`config.mk`:
```
export PLATFORM = sky130hd
export DESIGN_NAME = joy_dir_filter
export DESIGN_NICKNAME = d
export VERILOG_FILES = /design/src/rtl/joy_filt_pkg.sv /design/src/rtl/joy_filt_chan.sv /design/src/rtl/joy_dir_filter.sv
export SDC_FILE = /design/constraint.sdc
export NUM_CORES = 1
export LEC_CHECK = 0
export ABC_AREA = 0
export BUFFER_PORTS_ARGS = -buffer_cell sky130_fd_sc_hd__clkbuf_2
export CORE_MARGIN = 2
export CORE_UTILIZATION = 45
export CTS_BUF_LIST = sky130_fd_sc_hd__clkbuf_8
export DETAILED_ROUTE_END_ITERATION = 10
export GPL_TIMING_DRIVEN = 0
export PLACE_DENSITY_LB_ADDON = 0.05
export SLEW_MARGIN = 10
export SYNTH_ARGS = -nofsm -noshare
export SYNTH_HDL_FRONTEND = slang
export SYNTH_SLANG_ARGS = --single-unit
```
`constraint.sdc`:
```
create_clock -name i_clk -period 2.48 [get_ports i_clk]
set_input_delay 0.496 -clock i_clk [delete_from_list [all_inputs] [get_ports i_clk]]
set_output_delay 0.496 -clock i_clk [all_outputs]
set_load 0.02 [all_outputs]
```
`src/rtl/joy_filt_pkg.sv`:
```
// Shared types and helpers for the joystick direction conditioner.
// Direction vectors are packed {up, down, left, right}.
package joy_filt_pkg;

    typedef enum logic [1:0] {
        MODE_PASS = 2'd0,
        MODE_LAST = 2'd1,
        MODE_4WAY = 2'd2,
        MODE_2WAY = 2'd3
    } mode_e;

    localparam int DIR_R = 0;
    localparam int DIR_L = 1;
    localparam int DIR_D = 2;
    localparam int DIR_U = 3;

    localparam logic [3:0] DIR_ALL   = 4'hF;
    localparam logic [3:0] DIR_HORIZ = 4'b0011;
    localparam int         MAX_PLAYERS = 4;

    // One-hot of the highest-priority set bit: up > down > left > right.
    function automatic logic [3:0] prio_onehot(input logic [3:0] v);
        logic [3:0] r;
        r = '0;
        if (v[DIR_U])      r[DIR_U] = 1'b1;
        else if (v[DIR_D]) r[DIR_D] = 1'b1;
        else if (v[DIR_L]) r[DIR_L] = 1'b1;
        else if (v[DIR_R]) r[DIR_R] = 1'b1;
        return r;
    endfunction

endpackage

```
`src/rtl/joy_filt_chan.sv`:
```
// One player's pipeline: 2-flop sync, per-bit debounce, optional SOCD clean, direction filter.
// Build option: JOYFILT_SOCD_EN clears opposite direction pairs held together.
module joy_filt_chan
    import joy_filt_pkg::*;
#(
    parameter int DEB_W     = 8,
    parameter int DEB_TICKS = 4
) (
    input  logic       i_clk,
    input  logic       i_reset_n,
    input  logic       i_ce,
    input  logic [1:0] i_mode,
    input  logic [3:0] i_dir_in,
    output logic [3:0] o_dir_out,
    output logic       o_changed
);

    if (DEB_TICKS >= (2 ** DEB_W)) begin : g_bad_ticks
        $error("joy_filt_chan: DEB_TICKS must be below 2**DEB_W");
    end

    logic [3:0] r_sync1;
    logic [3:0] r_sync2;
    logic [3:0] w_deb;
    logic [3:0] w_clean;
    logic [3:0] r_prev;
    logic [3:0] r_mask;
    logic [3:0] r_cur;
    logic [3:0] r_dir_out;
    logic       r_changed;
    mode_e      r_mode;
    mode_e      w_mode;

    always_ff @(posedge i_clk or negedge i_reset_n) begin
        if (!i_reset_n) begin
            r_sync1 <= '0;
            r_sync2 <= '0;
        end else begin
            r_sync1 <= i_dir_in;
            r_sync2 <= r_sync1;
        end
    end

    genvar gi;
    for (gi = 0; gi < 4; gi++) begin : g_deb
        logic r_deb_bit;

        if (DEB_TICKS == 0) begin : g_bypass
            always_ff @(posedge i_clk or negedge i_reset_n) begin
                if (!i_reset_n) r_deb_bit <= 1'b0;
                else            r_deb_bit <= r_sync2[gi];
            end
        end else begin : g_count
            localparam logic [DEB_W-1:0] DEB_LAST = DEB_W'(DEB_TICKS - 1);
            logic [DEB_W-1:0] r_cnt;

            // Any bounce back to the accepted level restarts the stability count.
            always_ff @(posedge i_clk or negedge i_reset_n) begin
                if (!i_reset_n) begin
                    r_cnt     <= '0;
                    r_deb_bit <= 1'b0;
                end else if (r_sync2[gi] == r_deb_bit) begin
                    r_cnt <= '0;
                end else if (i_ce) begin
                    if (r_cnt == DEB_LAST) begin
                        r_deb_bit <= r_sync2[gi];
                        r_cnt     <= '0;
                    end else if (r_cnt != {DEB_W{1'b1}}) begin
                        r_cnt <= r_cnt + DEB_W'(1);
                    end
                end
            end
        end

        assign w_deb[gi] = r_deb_bit;
    end

`ifdef JOYFILT_SOCD_EN
    always_comb begin
        w_clean = w_deb;
        if (w_deb[DIR_L] && w_deb[DIR_R]) begin
            w_clean[DIR_L] = 1'b0;
            w_clean[DIR_R] = 1'b0;
        end
        if (w_deb[DIR_U] && w_deb[DIR_D]) begin
            w_clean[DIR_U] = 1'b0;
            w_clean[DIR_D] = 1'b0;
        end
    end
`else
    assign w_clean = w_deb;
`endif

    logic [3:0] w_new;
    logic [3:0] w_lim;
    logic [3:0] w_lim_new;
    logic [3:0] w_mask_next;
    logic [3:0] w_cur_next;
    logic [3:0] w_out_next;

    assign w_mode = mode_e'(i_mode);

    // On a mode switch only the tracking state is cleared; the output holds one cycle.
    always_comb begin
        w_new       = w_clean & ~r_prev;
        w_lim       = (w_mode == MODE_2WAY) ? (w_clean & DIR_HORIZ) : w_clean;
        w_lim_new   = w_lim & ~r_prev;
        w_mask_next = r_mask;
        w_cur_next  = r_cur;
        w_out_next  = r_dir_out;
        if (w_mode != r_mode) begin
            w_mask_next = DIR_ALL;
            w_cur_next  = '0;
        end else begin
            case (w_mode)
                MODE_PASS: begin
                    w_out_next = w_clean;
                end
                MODE_LAST: begin
                    if (|w_new)
                        w_mask_next = prio_onehot(w_new);
                    if ((w_clean & r_mask) == 4'd0)
                        w_mask_next = DIR_ALL;
                    w_out_next = w_clean & w_mask_next;
                end
                MODE_4WAY, MODE_2WAY: begin
                    if (|(w_lim & r_cur)) begin
                        if (|w_lim_new)
                            w_cur_next = prio_onehot(w_lim_new);
                    end else begin
                        w_cur_next = prio_onehot(w_lim);
                    end
                    w_out_next = w_cur_next;
                end
                default: w_out_next = r_dir_out;
            endcase
        end
    end

    always_ff @(posedge i_clk or negedge i_reset_n) begin
        if (!i_reset_n) begin
            r_prev    <= '0;
            r_mask    <= DIR_ALL;
            r_cur     <= '0;
            r_mode    <= MODE_PASS;
            r_dir_out <= '0;
            r_changed <= 1'b0;
        end else begin
            r_prev    <= w_clean;
            r_mask    <= w_mask_next;
            r_cur     <= w_cur_next;
            r_mode    <= w_mode;
            r_dir_out <= w_out_next;
            r_changed <= (w_out_next != r_dir_out);
        end
    end

    assign o_dir_out = r_dir_out;
    assign o_changed = r_changed;

endmodule

```
`src/rtl/joy_dir_filter.sv`:
```
// Multi-player joystick direction conditioner: one independent joy_filt_chan per player.
// Build option: JOYFILT_SOCD_EN (opposite-pair cleaning inside each channel).
module joy_dir_filter
    import joy_filt_pkg::*;
#(
    parameter int NUM_PLAYERS = 2,
    parameter int DEB_W       = 8,
    parameter int DEB_TICKS   = 4
) (
    input  logic                     i_clk,
    input  logic                     i_reset_n,
    input  logic                     i_ce,
    input  logic [2*NUM_PLAYERS-1:0] i_mode,
    input  logic [4*NUM_PLAYERS-1:0] i_dir_in,
    output logic [4*NUM_PLAYERS-1:0] o_dir_out,
    output logic [NUM_PLAYERS-1:0]   o_changed
);

    if (NUM_PLAYERS < 1 || NUM_PLAYERS > MAX_PLAYERS) begin : g_bad_players
        $error("joy_dir_filter: NUM_PLAYERS out of range");
    end

    genvar gi;
    for (gi = 0; gi < NUM_PLAYERS; gi++) begin : g_player
        joy_filt_chan #(
            .DEB_W     (DEB_W),
            .DEB_TICKS (DEB_TICKS)
        ) u_chan (
            .i_clk     (i_clk),
            .i_reset_n (i_reset_n),
            .i_ce      (i_ce),
            .i_mode    (i_mode[2*gi +: 2]),
            .i_dir_in  (i_dir_in[4*gi +: 4]),
            .o_dir_out (o_dir_out[4*gi +: 4]),
            .o_changed (o_changed[gi])
        );
    end

endmodule

```
==> summary.txt, run 1 <==
OUTCOME
--------------------------------------------------------------------------------------------------
Outcome                                                                                  completed

FINISH
--------------------------------------------------------------------------------------------------
Post-Layout Cell Count                                                                         912
Layout filler cell count                                                                      1275
Antenna diode count                                                                              0
Total Nets Final                                                                               742
Post-Route Utilization                                                                       52.2%
Layout cell share with drive strength beyond 1                                               13.5%
Area of all placed cells without fillers                                                  7280 um2
P&R area growth vs syn                                                                       12.9%

TIMING
--------------------------------------------------------------------------------------------------
Hold slack                                                                                0.159 ns
Unrepaired setup endpoints after global routing                                              false
Transition time at the pin with the least slew margin                                     0.703 ns
Final hold vios                                                                                  0
Worst slew slack as a fraction of its limit                                                  52.7%
Max Transition Viols Final                                                                       0
# setup viols final                                                                              0
Final worst path period need                                                               2.29 ns
Peak Freq                                                                                0.436 GHz
Worst Skew                                                                               0.0121 ns
Share of the clock period used by the worst path                                             92.5%

ROUTING
--------------------------------------------------------------------------------------------------
Initial DRT Pass Iterations                                                                      6
Overall routed net length                                                                 13400 um
Avg Vias per Cell                                                                             5.74
Total number of vias                                                                          5236
Mean routed wirelength per cell                                                            14.7 um
Number of remaining DRC errors                                                                   0
Antenna viol nets, final                                                                         0
Initial DRC Count                                                                              337

GRT
--------------------------------------------------------------------------------------------------
Via count of the first global-routing pass                                                    5017
Global-route congestion overflow total                                                           0
Global-route wire length before repair                                                    23400 um
Global-route total usage across every layer                                                  19.2%
Pin count of the biggest net entering global routing                                            85
Initial antenna violation count                                                                  0

SYNTH
--------------------------------------------------------------------------------------------------
Most repeated cell in the gate-level netlist after synthesis                               dfrtp_1
Cell Area, Synth                                                                          6450 um2
Synthesis warning total                                                                          0
Proportion of synthesized chip area in sequential cells                                      49.0%
Cell types with the highest counts after synthesis                                    118 x dfrtp_1, 77 x nand2_1, 75 x o21ai_0
Mean cell area of the mapped netlist                                                      9.55 um2
FF+latch count, synth                                                                          126
Post-synthesis cell count                                                                      675
Leading area contributor after synthesis                                                   dfrtp_1
Count of cell types in the netlist                                                              71
Post-Synthesis Net Count                                                                       698
Share of the synthesized area in the top cell type                                           45.8%
EDFF count, synth                                                                                0
Top FF cell, synth                                                                         dfrtp_1
Ys async rst share                                                                            100%
Leading post-synthesis cells by cell area                                             dfrtp_1 46%, o21ai_0 5.8%, nand2_1 4.5%

CTS
--------------------------------------------------------------------------------------------------
Clock buffers created by TritonCTS                                                              17
H-tree depth reported by CTS                                                                     4
Post-CTS Setup Repair Bufs                                                                       0
Latest clock arrival within the worst-skew pair                                            0.43 ns
Buffer depth of the longest clock path                                                           2
Clock transition time at the flip-flop clock pins of the worst setup and hold paths        0.08 ns
Clk root buf                                                                              clkbuf_8
Clock tree from TritonCTS                                                                      yes
Total number of clock tree sinks                                                               126

WORST SETUP PATH
--------------------------------------------------------------------------------------------------
Start-to-end type of the worst setup path                                             register to register
Critical path endpoint category                                                           register
Endpoint arrival time on the critical path                                                 2.57 ns
Chain of cells forming the critical path                                              ha_1, or4b_1, nor4_1, nand2b_1, inv_1, a21oi_1, a311oi_1
Highest-delay cell along the critical path                                                  nor4_1
CP Data Required Time                                                                      2.76 ns
R2r startpoint                                                                        g_player[0].u_chan.g_deb[2].g_count.r_cnt[0]
Depth of the most critical reg-to-reg path                                                       7
Setup slack on the worst flop-to-flop path                                                 0.19 ns
Worst R2R End                                                                         g_player[0].u_chan.g_deb[2].g_count.r_cnt[2]
Startpoint Class                                                                          register
Slowest stage delay, CP                                                                    0.55 ns
Maximum fanout encountered on the critical timing path                                           5

PLACEMENT
--------------------------------------------------------------------------------------------------
Quantity of I/O buffers inserted on ports                                                       23
Cell Area, Placed                                                                         6830 um2
Final estimated routing congestion in global placement                                       0.861
Placed wire-length estimate after detailed placement                                       9260 um
Post-placement cell count                                                                      879

FLOORPLAN
--------------------------------------------------------------------------------------------------
Top-Level Pins                                                                                  25
Floorplan die height                                                                        124 um
Effective utilization at floorplan                                                           46.3%
Total core area                                                                          13900 um2
Die width                                                                                   124 um
Number of standard-cell rows in the floorplan                                                   43
Die area                                                                                 15300 um2

MIN PATH
--------------------------------------------------------------------------------------------------
Beginning of the worst hold path                                                       i_dir_in[5]
Endpoint with the worst hold slack                                                    g_player[1].u_chan.r_sync1[1]
Hold path depth                                                                                  1
Hold Crit Class                                                                       input port to register

POWER AND IR DROP
--------------------------------------------------------------------------------------------------
Leakage dissipation                                                                        3.34 nW
Power per standard cell area                                                            951 nW/um2
Max IR drop VDD                                                                             466 uV

JOB
--------------------------------------------------------------------------------------------------
Maxcap violations                                                                                0

-- kinds of logic (layout without fill, tap and decap cells) --
family | Yosys count | count (layout) | share of synthesized area, %
AND/OR/NAND/NOR | 279 | 279 | 22.4
AO/OA/AOI/OAI | 194 | 194 | 19.4
flip-flops | 126 | 126 | 49.0
buffers and inverters | 38 | 95 | 2.97
multiplexers | 16 | 16 | 2.70
XOR/XNOR | 14 | 14 | 1.90
adder cells (fa/ha/maj) | 8 | 8 | 1.55
-- flip-flops by register name, indices dropped and copies added, names as in the netlist --
signal	count
g_player.u_chan.o_changed	2
g_player.u_chan.r_mask	8
g_player.u_chan.r_sync1	8
g_player.u_chan.r_cur	8
g_player.u_chan.r_mode	4
g_player.u_chan.r_prev	8
g_player.u_chan.g_deb.r_deb_bit	8
g_player.u_chan.r_sync2	8
g_player.u_chan.g_deb.g_count.r_cnt	64
g_player.u_chan.o_dir_out	8
-- power breakdown --
| part | switching [mW] | leakage (nW) | total, mW | internal (mW) |
|---|---|---|---|---|
| clock network | 0.803 | 0.225 | 1.94 | 1.14 |
| registers | 0.262 | 1.64 | 2.68 | 2.42 |
| logic | 1.43 | 1.47 | 2.30 | 0.872 |
| total | 2.50 | 3.34 | 6.92 | 4.43 |
-- worst max path at each step --
stage / from / end / slack [ns]
6_report: g_player[0].u_chan.g_deb[2].g_count.r_cnt[0] / g_player[0].u_chan.g_deb[2].g_count.r_cnt[2] / 0.19
2_1_floorplan: i_mode[3] / g_player[1].u_chan.o_changed / 0.44
3_5_place_dp: i_ce / g_player[0].u_chan.g_deb[1].g_count.r_cnt[4] / -0.07
4_1_cts: g_player[0].u_chan.g_deb[2].g_count.r_cnt[0] / g_player[0].u_chan.g_deb[2].g_count.r_cnt[2] / 0.16
5_1_grt: g_player[0].u_chan.g_deb[2].g_count.r_cnt[0] / g_player[0].u_chan.g_deb[2].g_count.r_cnt[3] / 0.04
3_3_place_gp: i_reset_n / g_player[0].u_chan.g_deb[3].g_count.r_cnt[0] / -1.07
-- routing by layer --
| metal | up-vias | wire (um) | global-route usage, % |
|---|---|---|---|
| li1 | 2569 | - | - |
| met5 | - | 0 | 0 |
| met1 | 2567 | 6570 | 26.0 |
| met3 | 12 | 460 | 4.62 |
| met4 | 0 | 176 | 6.39 |
| met2 | 88 | 6200 | 30.4 |
-- critical path, delay by kind of cell (launching register included) --
| kind | cells | cell delay, ns |
|---|---|---|
| fa+ha+maj | 1 | 0.22 |
| buf+inv | 1 | 0.07 |
| simple gates | 3 | 1.29 |
| compound gates | 2 | 0.20 |
| flops | 1 | 0.37 |
-- what timing repair did --
item                       in CTS  in global routing
resized for setup               0                  2
setup endpoints to repair       0                  1
hold buffers                    1                  0
hold endpoints to repair       39                  0
-- final cells by class --
type | instances | area (um2) | share of cell area, %
flip-flops and latches | 126 | 3160 | 43.5
inverters | 18 | 67.6 | 0.928
clock inverters | 13 | 174 | 2.39
clock buffers | 19 | 262 | 3.59
well taps | 180 | 225 | 3.09
plain buffers | 20 | 124 | 1.70
multi-input cells | 511 | 3100 | 42.6
repair buffers | 25 | 161 | 2.22
-- metrics by stage --
step | setup TNS, ns | total power [mW] | worst slack, ns
2_1_floorplan | 0 | 4.39 | 0.443
3_3_place_gp | -127.71 | 4.93 | -1.07
3_5_place_dp | -0.623 | 5.00 | -0.0744
4_1_cts | 0 | 6.99 | 0.161
5_1_grt | 0 | 7.45 | 0.0419
6_report | 0 | 6.92 | 0.187
-- placed cells by master, fill, tap and decap left out, types with 8 or more instances in the layout --
master,n
dfstp_2,8
nand3_1,38
xor2_1,9
inv_1,21
o31ai_1,13
ha_1,8
mux2_2,8
dfrtp_1,118
a21oi_1,28
nor2_1,40
nor3_1,10
nand2_1,77
and3_1,35
clkbuf_2,22
nand2b_1,26
o21ai_1,9
o21ai_0,75
clkbuf_8,20
Note: power is estimated with default switching activity, not from simulation.
==> run 2: changes to the inputs <==
--- a/config.mk
+++ b/config.mk
@@ -13,6 +13,7 @@
 export DETAILED_ROUTE_END_ITERATION = 10
 export GPL_TIMING_DRIVEN = 0
 export PLACE_DENSITY_LB_ADDON = 0.05
+export RECOVER_POWER = 25
 export SLEW_MARGIN = 10
 export SYNTH_ARGS = -nofsm -noshare
 export SYNTH_HDL_FRONTEND = slang
==> run 2 against run 1 <==
Routed wire length hardly changed. Power unchanged. First-iteration DRC count unchanged. Via count unchanged. Sequential share of layout area up 0.082 points. Combinational power about the same. Clock-buffer cell count stayed put. Cell count unchanged. Global-route usage unchanged. Clock skew about the same. Die area is the same. Critical path type unchanged. Critical endpoint unchanged. Largest cell class unchanged.
==> summary.txt, run 2 (same netlist as run 1, synthesis figures left out) <==
WORST SETUP PATH
--------------------------------------------------------------------------------------------------
Start-to-end type of the worst setup path                                             register to register
Highest-delay cell along the critical path                                                  nor4_1
Startpoint Class                                                                          register
CP Data Required Time                                                                      2.76 ns
Critical path endpoint category                                                           register
Slowest stage delay, CP                                                                    0.55 ns
Chain of cells forming the critical path                                              ha_1, or4b_1, nor4_1, nand2b_1, inv_1, a21oi_1, a311oi_1
Endpoint arrival time on the critical path                                                 2.57 ns
Maximum fanout encountered on the critical timing path                                           5

OUTCOME
--------------------------------------------------------------------------------------------------
Outcome                                                                                  completed

FINISH
--------------------------------------------------------------------------------------------------
Area of all placed cells without fillers                                                  7260 um2
Most common cell after layout, fill and taps aside                                         dfrtp_1
Reg with most FFs                                                                     g_player.u_chan.g_deb.g_count.r_cnt
Flip-flop count of the largest register after layout                                            64
Layout cell share with drive strength beyond 1                                               13.0%
Total Nets Final                                                                               742
P&R area growth vs syn                                                                       12.7%
Commonest cells after routing, fill and taps aside                                    118 x dfrtp_1, 77 x nand2_1, 75 x o21ai_0
Post-Layout Cell Count                                                                         912
Post-Route Utilization                                                                       52.1%
Antenna diode count                                                                              0

TIMING
--------------------------------------------------------------------------------------------------
Final hold vios                                                                                  0
Final worst path period need                                                               2.29 ns
Transition time at the pin with the least slew margin                                      1.12 ns
Hold slack                                                                                0.159 ns
# setup viols final                                                                              0
Peak Freq                                                                                0.436 GHz
Worst Slack Setup Final                                                                   0.187 ns
Worst slew slack as a fraction of its limit                                                  25.4%
Worst Skew                                                                               0.0120 ns
Share of the clock period used by the worst path                                             92.5%
Max Transition Viols Final                                                                       0
Unrepaired setup endpoints after global routing                                              false
Final setup TNS                                                                               0 ns

POWER AND IR DROP
--------------------------------------------------------------------------------------------------
Power share of the clock group                                                               28.0%
Sequential share of power                                                                    38.7%
Pint                                                                                       4.42 mW
Power per standard cell area                                                            953 nW/um2
Max IR drop VDD                                                                             467 uV
Combinational share of power                                                                 33.3%
Leakage dissipation                                                                        3.32 nW
Switching portion of total power                                                             36.1%
Net load switching power                                                                   2.50 mW
Overall power                                                                              6.92 mW

ROUTING
--------------------------------------------------------------------------------------------------
Avg Vias per Cell                                                                             5.74
Total number of vias                                                                          5236
Initial DRT Pass Iterations                                                                      5
Overall routed net length                                                                 13400 um
Number of remaining DRC errors                                                                   0
Antenna viol nets, final                                                                         0
Mean routed wirelength per cell                                                            14.7 um
Initial DRC Count                                                                              337

FLOORPLAN
--------------------------------------------------------------------------------------------------
Effective utilization at floorplan                                                           46.3%
Die area                                                                                 15300 um2
Total core area                                                                          13900 um2
Number of standard-cell rows in the floorplan                                                   43
Top-Level Pins                                                                                  25
Floorplan die height                                                                        124 um
Die width                                                                                   124 um

CTS
--------------------------------------------------------------------------------------------------
Total number of clock tree sinks                                                               126
Clock tree from TritonCTS                                                                      yes
Clock buffers created by TritonCTS                                                              17
H-tree depth reported by CTS                                                                     4
Buffer depth of the longest clock path                                                           2
Clock transition time at the flip-flop clock pins of the worst setup and hold paths        0.08 ns
Clk root buf                                                                              clkbuf_8
Post-CTS Setup Repair Bufs                                                                       0
Latest clock arrival within the worst-skew pair                                            0.43 ns

GRT
--------------------------------------------------------------------------------------------------
Via count of the first global-routing pass                                                    5017
Pin count of the biggest net entering global routing                                            85
Global-route wire length before repair                                                    23400 um
Global-route total usage across every layer                                                  19.2%
Initial antenna violation count                                                                  0
Global-route congestion overflow total                                                           0

JOB
--------------------------------------------------------------------------------------------------
Maxcap violations                                                                                0

PLACEMENT
--------------------------------------------------------------------------------------------------
Cell Area, Placed                                                                         6830 um2
Placed wire-length estimate after detailed placement                                       9260 um
Place WS                                                                                -0.0744 ns
Final estimated routing congestion in global placement                                       0.861
Post-placement cell count                                                                      879
Quantity of I/O buffers inserted on ports                                                       23

MIN PATH
--------------------------------------------------------------------------------------------------
Hold Crit Class                                                                       input port to register

## run 2: cell count changes in the layout (fill, tap and decap cells not counted)
cell | before | now
clkbuf_1 | 7 | 11
clkbuf_2 | 22 | 19
clkbuf_8 | 20 | 19
## run 2: worst paths after layout
kind	start	to	slack, ns	cells past startpoint
min in group asynchronous	i_reset_n	g_player[1].u_chan.r_sync1[1]	0.81	2
max in group asynchronous	i_reset_n	g_player[0].u_chan.r_mask[1]	0.68	3
max reg2reg	g_player[0].u_chan.g_deb[2].g_count.r_cnt[0]	g_player[0].u_chan.g_deb[2].g_count.r_cnt[2]	0.19	7
max	g_player[0].u_chan.g_deb[2].g_count.r_cnt[0]	g_player[0].u_chan.g_deb[2].g_count.r_cnt[2]	0.19	7
min reg2reg	g_player[1].u_chan.r_sync1[0]	g_player[1].u_chan.r_sync2[0]	0.35	0
min	i_dir_in[5]	g_player[1].u_chan.r_sync1[1]	0.16	1
## run 2: worst max-delay path: cells and delay by family (launching register included)
family | cells | cell delay [ns]
and+or+nand+nor | 3 | 1.29
DFF | 1 | 0.37
AOI/OAI and AO/OA | 2 | 0.20
buffers and inverters | 1 | 0.07
adders and majority gates | 1 | 0.22
## run 2: area by class of cell
type | count | area (um2)
Clock inverter | 13 | 174
Sequential cell | 126 | 3160
Buffer | 20 | 124
Multi-Input combinational cell | 511 | 3100
Clock buffer | 19 | 262
Inverter | 18 | 67.6
Fill cell | 1279 | 6670
Timing Repair Buffer | 25 | 148
Tap cell | 180 | 225
## run 2: what timing repair did
item | CTS | global route
resized for setup | 0 | 2
hold buffers | 1 | 0
setup endpoints to repair | 0 | 1
hold endpoints to repair | 39 | 0
## run 2: power by group through the flow
stage	sequential, mW	combinational (mW)	clock, mW
finish	2.68	2.30	1.94
global route	2.74	2.61	2.10
CTS	2.68	2.30	2.01
detailed placement	2.71	2.28	0
global placement	2.70	2.23	0
floorplan	2.72	1.67	0
## run 2: metal layers
metal	GRT usage, %	vias up	share of wire [%]
met3	4.62	12	3.6
li1	-	2569	-
met1	26.0	2563	49
met2	30.4	92	46
met5	0	-	0
met4	6.39	0	1.3
==> run 3: changes to the inputs <==
--- a/config.mk
+++ b/config.mk
@@ -7,14 +7,14 @@
 export LEC_CHECK = 0
 export ABC_AREA = 0
 export BUFFER_PORTS_ARGS = -buffer_cell sky130_fd_sc_hd__clkbuf_2
+export CAP_MARGIN = 15
 export CORE_MARGIN = 2
 export CORE_UTILIZATION = 45
 export CTS_BUF_LIST = sky130_fd_sc_hd__clkbuf_8
 export DETAILED_ROUTE_END_ITERATION = 10
 export GPL_TIMING_DRIVEN = 0
-export PLACE_DENSITY_LB_ADDON = 0.05
 export RECOVER_POWER = 25
-export SLEW_MARGIN = 10
+export SLEW_MARGIN = 40
 export SYNTH_ARGS = -nofsm -noshare
 export SYNTH_HDL_FRONTEND = slang
 export SYNTH_SLANG_ARGS = --single-unit
==> run 3 against run 2 <==
The run now ends with capacitance limit, slew limit left. Setup slack better by 0.015 ns. Sequential cell count unchanged. First-iteration DRC count fell by 8.6%. Highest routed layer unchanged.
==> summary.txt, run 3 (same netlist as run 1, synthesis figures left out) <==
GRT
--------------------------------------------------------------------------------------------------
Global-route total usage across every layer                                                  18.9%
Initial antenna violation count                                                                  0
Via count of the first global-routing pass                                                    5084
Global-route congestion overflow total                                                           0
Pin count of the biggest net entering global routing                                            65
Global-route wire length before repair                                                    23100 um

FINISH
--------------------------------------------------------------------------------------------------
Commonest cells after routing, fill and taps aside                                    118 x dfrtp_1, 77 x nand2_1, 75 x o21ai_0
Antenna diode count                                                                              0
Most common cell after layout, fill and taps aside                                         dfrtp_1
Flip-flop count of the largest register after layout                                            64
Area of all placed cells without fillers                                                  7220 um2
P&R area growth vs syn                                                                       12.0%
Post-Layout Cell Count                                                                         911
Layout cell share with drive strength beyond 1                                               13.4%
Total Nets Final                                                                               741
Reg with most FFs                                                                     g_player.u_chan.g_deb.g_count.r_cnt
Layout filler cell count                                                                      1265

TIMING
--------------------------------------------------------------------------------------------------
Final hold vios                                                                                  0
Worst slew slack as a fraction of its limit                                                 -6.32%
Final worst path period need                                                               2.28 ns
Max Transition Viols Final                                                                      63
Transition time at the pin with the least slew margin                                      1.59 ns
Peak Freq                                                                                0.439 GHz
Unrepaired setup endpoints after global routing                                              false
Worst Skew                                                                               0.0111 ns
# setup viols final                                                                              0
Share of the clock period used by the worst path                                             91.9%

CTS
--------------------------------------------------------------------------------------------------
Total number of clock tree sinks                                                               126
Latest clock arrival within the worst-skew pair                                            0.45 ns
Clk root buf                                                                              clkbuf_8
Number of hold buffers added after cts                                                           0
Post-CTS Setup Repair Bufs                                                                       0
Clock tree from TritonCTS                                                                      yes
PostCTS Resize Cnt                                                                               0
Clock transition time at the flip-flop clock pins of the worst setup and hold paths        0.08 ns
H-tree depth reported by CTS                                                                     4
Clock buffers created by TritonCTS                                                              17
Buffer depth of the longest clock path                                                           2

ROUTING
--------------------------------------------------------------------------------------------------
Initial DRT Pass Iterations                                                                      6
Max layer used                                                                                met4
Avg Vias per Cell                                                                             5.82
Wire length on met2                                                                        6170 um
Initial DRC Count                                                                              308
Total number of vias                                                                          5299
Routed metal-1 wirelength                                                                  6400 um
Mean routed wirelength per cell                                                            14.6 um
Number of remaining DRC errors                                                                   0
Antenna viol nets, final                                                                         0
Overall routed net length                                                                 13300 um
Met3 WL                                                                                     512 um

WORST SETUP PATH
--------------------------------------------------------------------------------------------------
CP Data Required Time                                                                      2.81 ns
Maximum fanout encountered on the critical timing path                                          10
Critical path endpoint category                                                           register
Highest-delay cell along the critical path                                                a311oi_1
Chain of cells forming the critical path                                              buf_2, a22o_1, a21oi_1, a2111oi_0, a311oi_1, o22ai_1, a211oi_1, nand2_1
Endpoint arrival time on the critical path                                                 2.61 ns
Start-to-end type of the worst setup path                                             register to register
Startpoint Class                                                                          register
Slowest stage delay, CP                                                                    0.45 ns

POWER AND IR DROP
--------------------------------------------------------------------------------------------------
Overall power                                                                              6.79 mW
Power per standard cell area                                                            941 nW/um2
Leakage dissipation                                                                        3.29 nW
Max IR drop VDD                                                                             338 uV

OUTCOME
--------------------------------------------------------------------------------------------------
Failing checks                                                                        capacitance limit, slew limit
Outcome                                                                               finished, violations left

FLOORPLAN
--------------------------------------------------------------------------------------------------
Total core area                                                                          13900 um2
Die area                                                                                 15300 um2
Die width                                                                                   124 um
Effective utilization at floorplan                                                           46.3%
Top-Level Pins                                                                                  25
Floorplan die height                                                                        124 um
Number of standard-cell rows in the floorplan                                                   43

JOB
--------------------------------------------------------------------------------------------------
Maxcap violations                                                                                1

PLACEMENT
--------------------------------------------------------------------------------------------------
Quantity of I/O buffers inserted on ports                                                       23
Post-placement cell count                                                                      879
Cell Area, Placed                                                                         6830 um2
Final estimated routing congestion in global placement                                       0.852
Placed wire-length estimate after detailed placement                                       9150 um

MIN PATH
--------------------------------------------------------------------------------------------------
Hold Crit Class                                                                       input port to register

## run 3: layer usage
metal / track usage (%) / vias to the layer above
met3: 4.21 / 20
li1: - / 2564
met5: 0 / -
met4: 8.52 / 0
met1: 25.3 / 2605
met2: 29.5 / 110
## run 3: final timing paths
kind                                                       startpoint                         endpoint  slack [ns]  cells past startpoint
min in group asynchronous                                   i_reset_n  g_player[1].u_chan.o_dir_out[2]        0.44                      1
max in group asynchronous                                   i_reset_n     g_player[1].u_chan.r_mask[2]        1.02                      2
worst min register to register          g_player[1].u_chan.r_sync1[0]    g_player[1].u_chan.r_sync2[0]        0.35                      0
worst max-delay path            g_player[0].u_chan.g_deb[3].r_deb_bit     g_player[0].u_chan.o_changed        0.20                      8
worst max register to register  g_player[0].u_chan.g_deb[3].r_deb_bit     g_player[0].u_chan.o_changed        0.20                      8
worst min-delay path                                      i_dir_in[1]    g_player[0].u_chan.r_sync1[1]        0.15                      1
## run 3: per-stage QoR
stage	setup TNS, ns	hold WS [ns]	setup WS (ns)	utilization (%)
after detailed placement	-0.795	0.337	-0.0840	49.0
final	0	0.149	0.202	51.8
after global placement	-124.25	0.337	-1.05	48.7
after global routing	0	0.122	0.0248	51.8
after CTS	0	0.0334	0.224	51.9
after floorplan	0	0.200	0.443	-
## run 3: area by class of cell
class / count / area (um2) / share of cell area, %
clock buffers: 20 / 275 / 3.81
well taps: 180 / 225 / 3.12
flip-flops and latches: 126 / 3160 / 43.8
multi-input cells: 511 / 3090 / 42.8
plain buffers: 20 / 124 / 1.71
repair buffers: 24 / 139 / 1.92
clock inverters: 12 / 135 / 1.87
inverters: 18 / 67.6 / 0.935
## run 3: report_power, final
part / switching (mW) / leakage, nW / total, mW / internal [mW]
registers: 0.265 / 1.64 / 2.68 / 2.42
clock network: 0.858 / 0.197 / 1.83 / 0.975
logic: 1.41 / 1.45 / 2.28 / 0.868
total: 2.53 / 3.29 / 6.79 / 4.26
## run 3: critical path, delay by kind of cell, from the launching register on
family,cells,cell delay [ns]
flip-flops,1,0.40
AO/OA/AOI/OAI,6,1.48
buffers and inverters,1,0.20
AND/OR/NAND/NOR,1,0.08
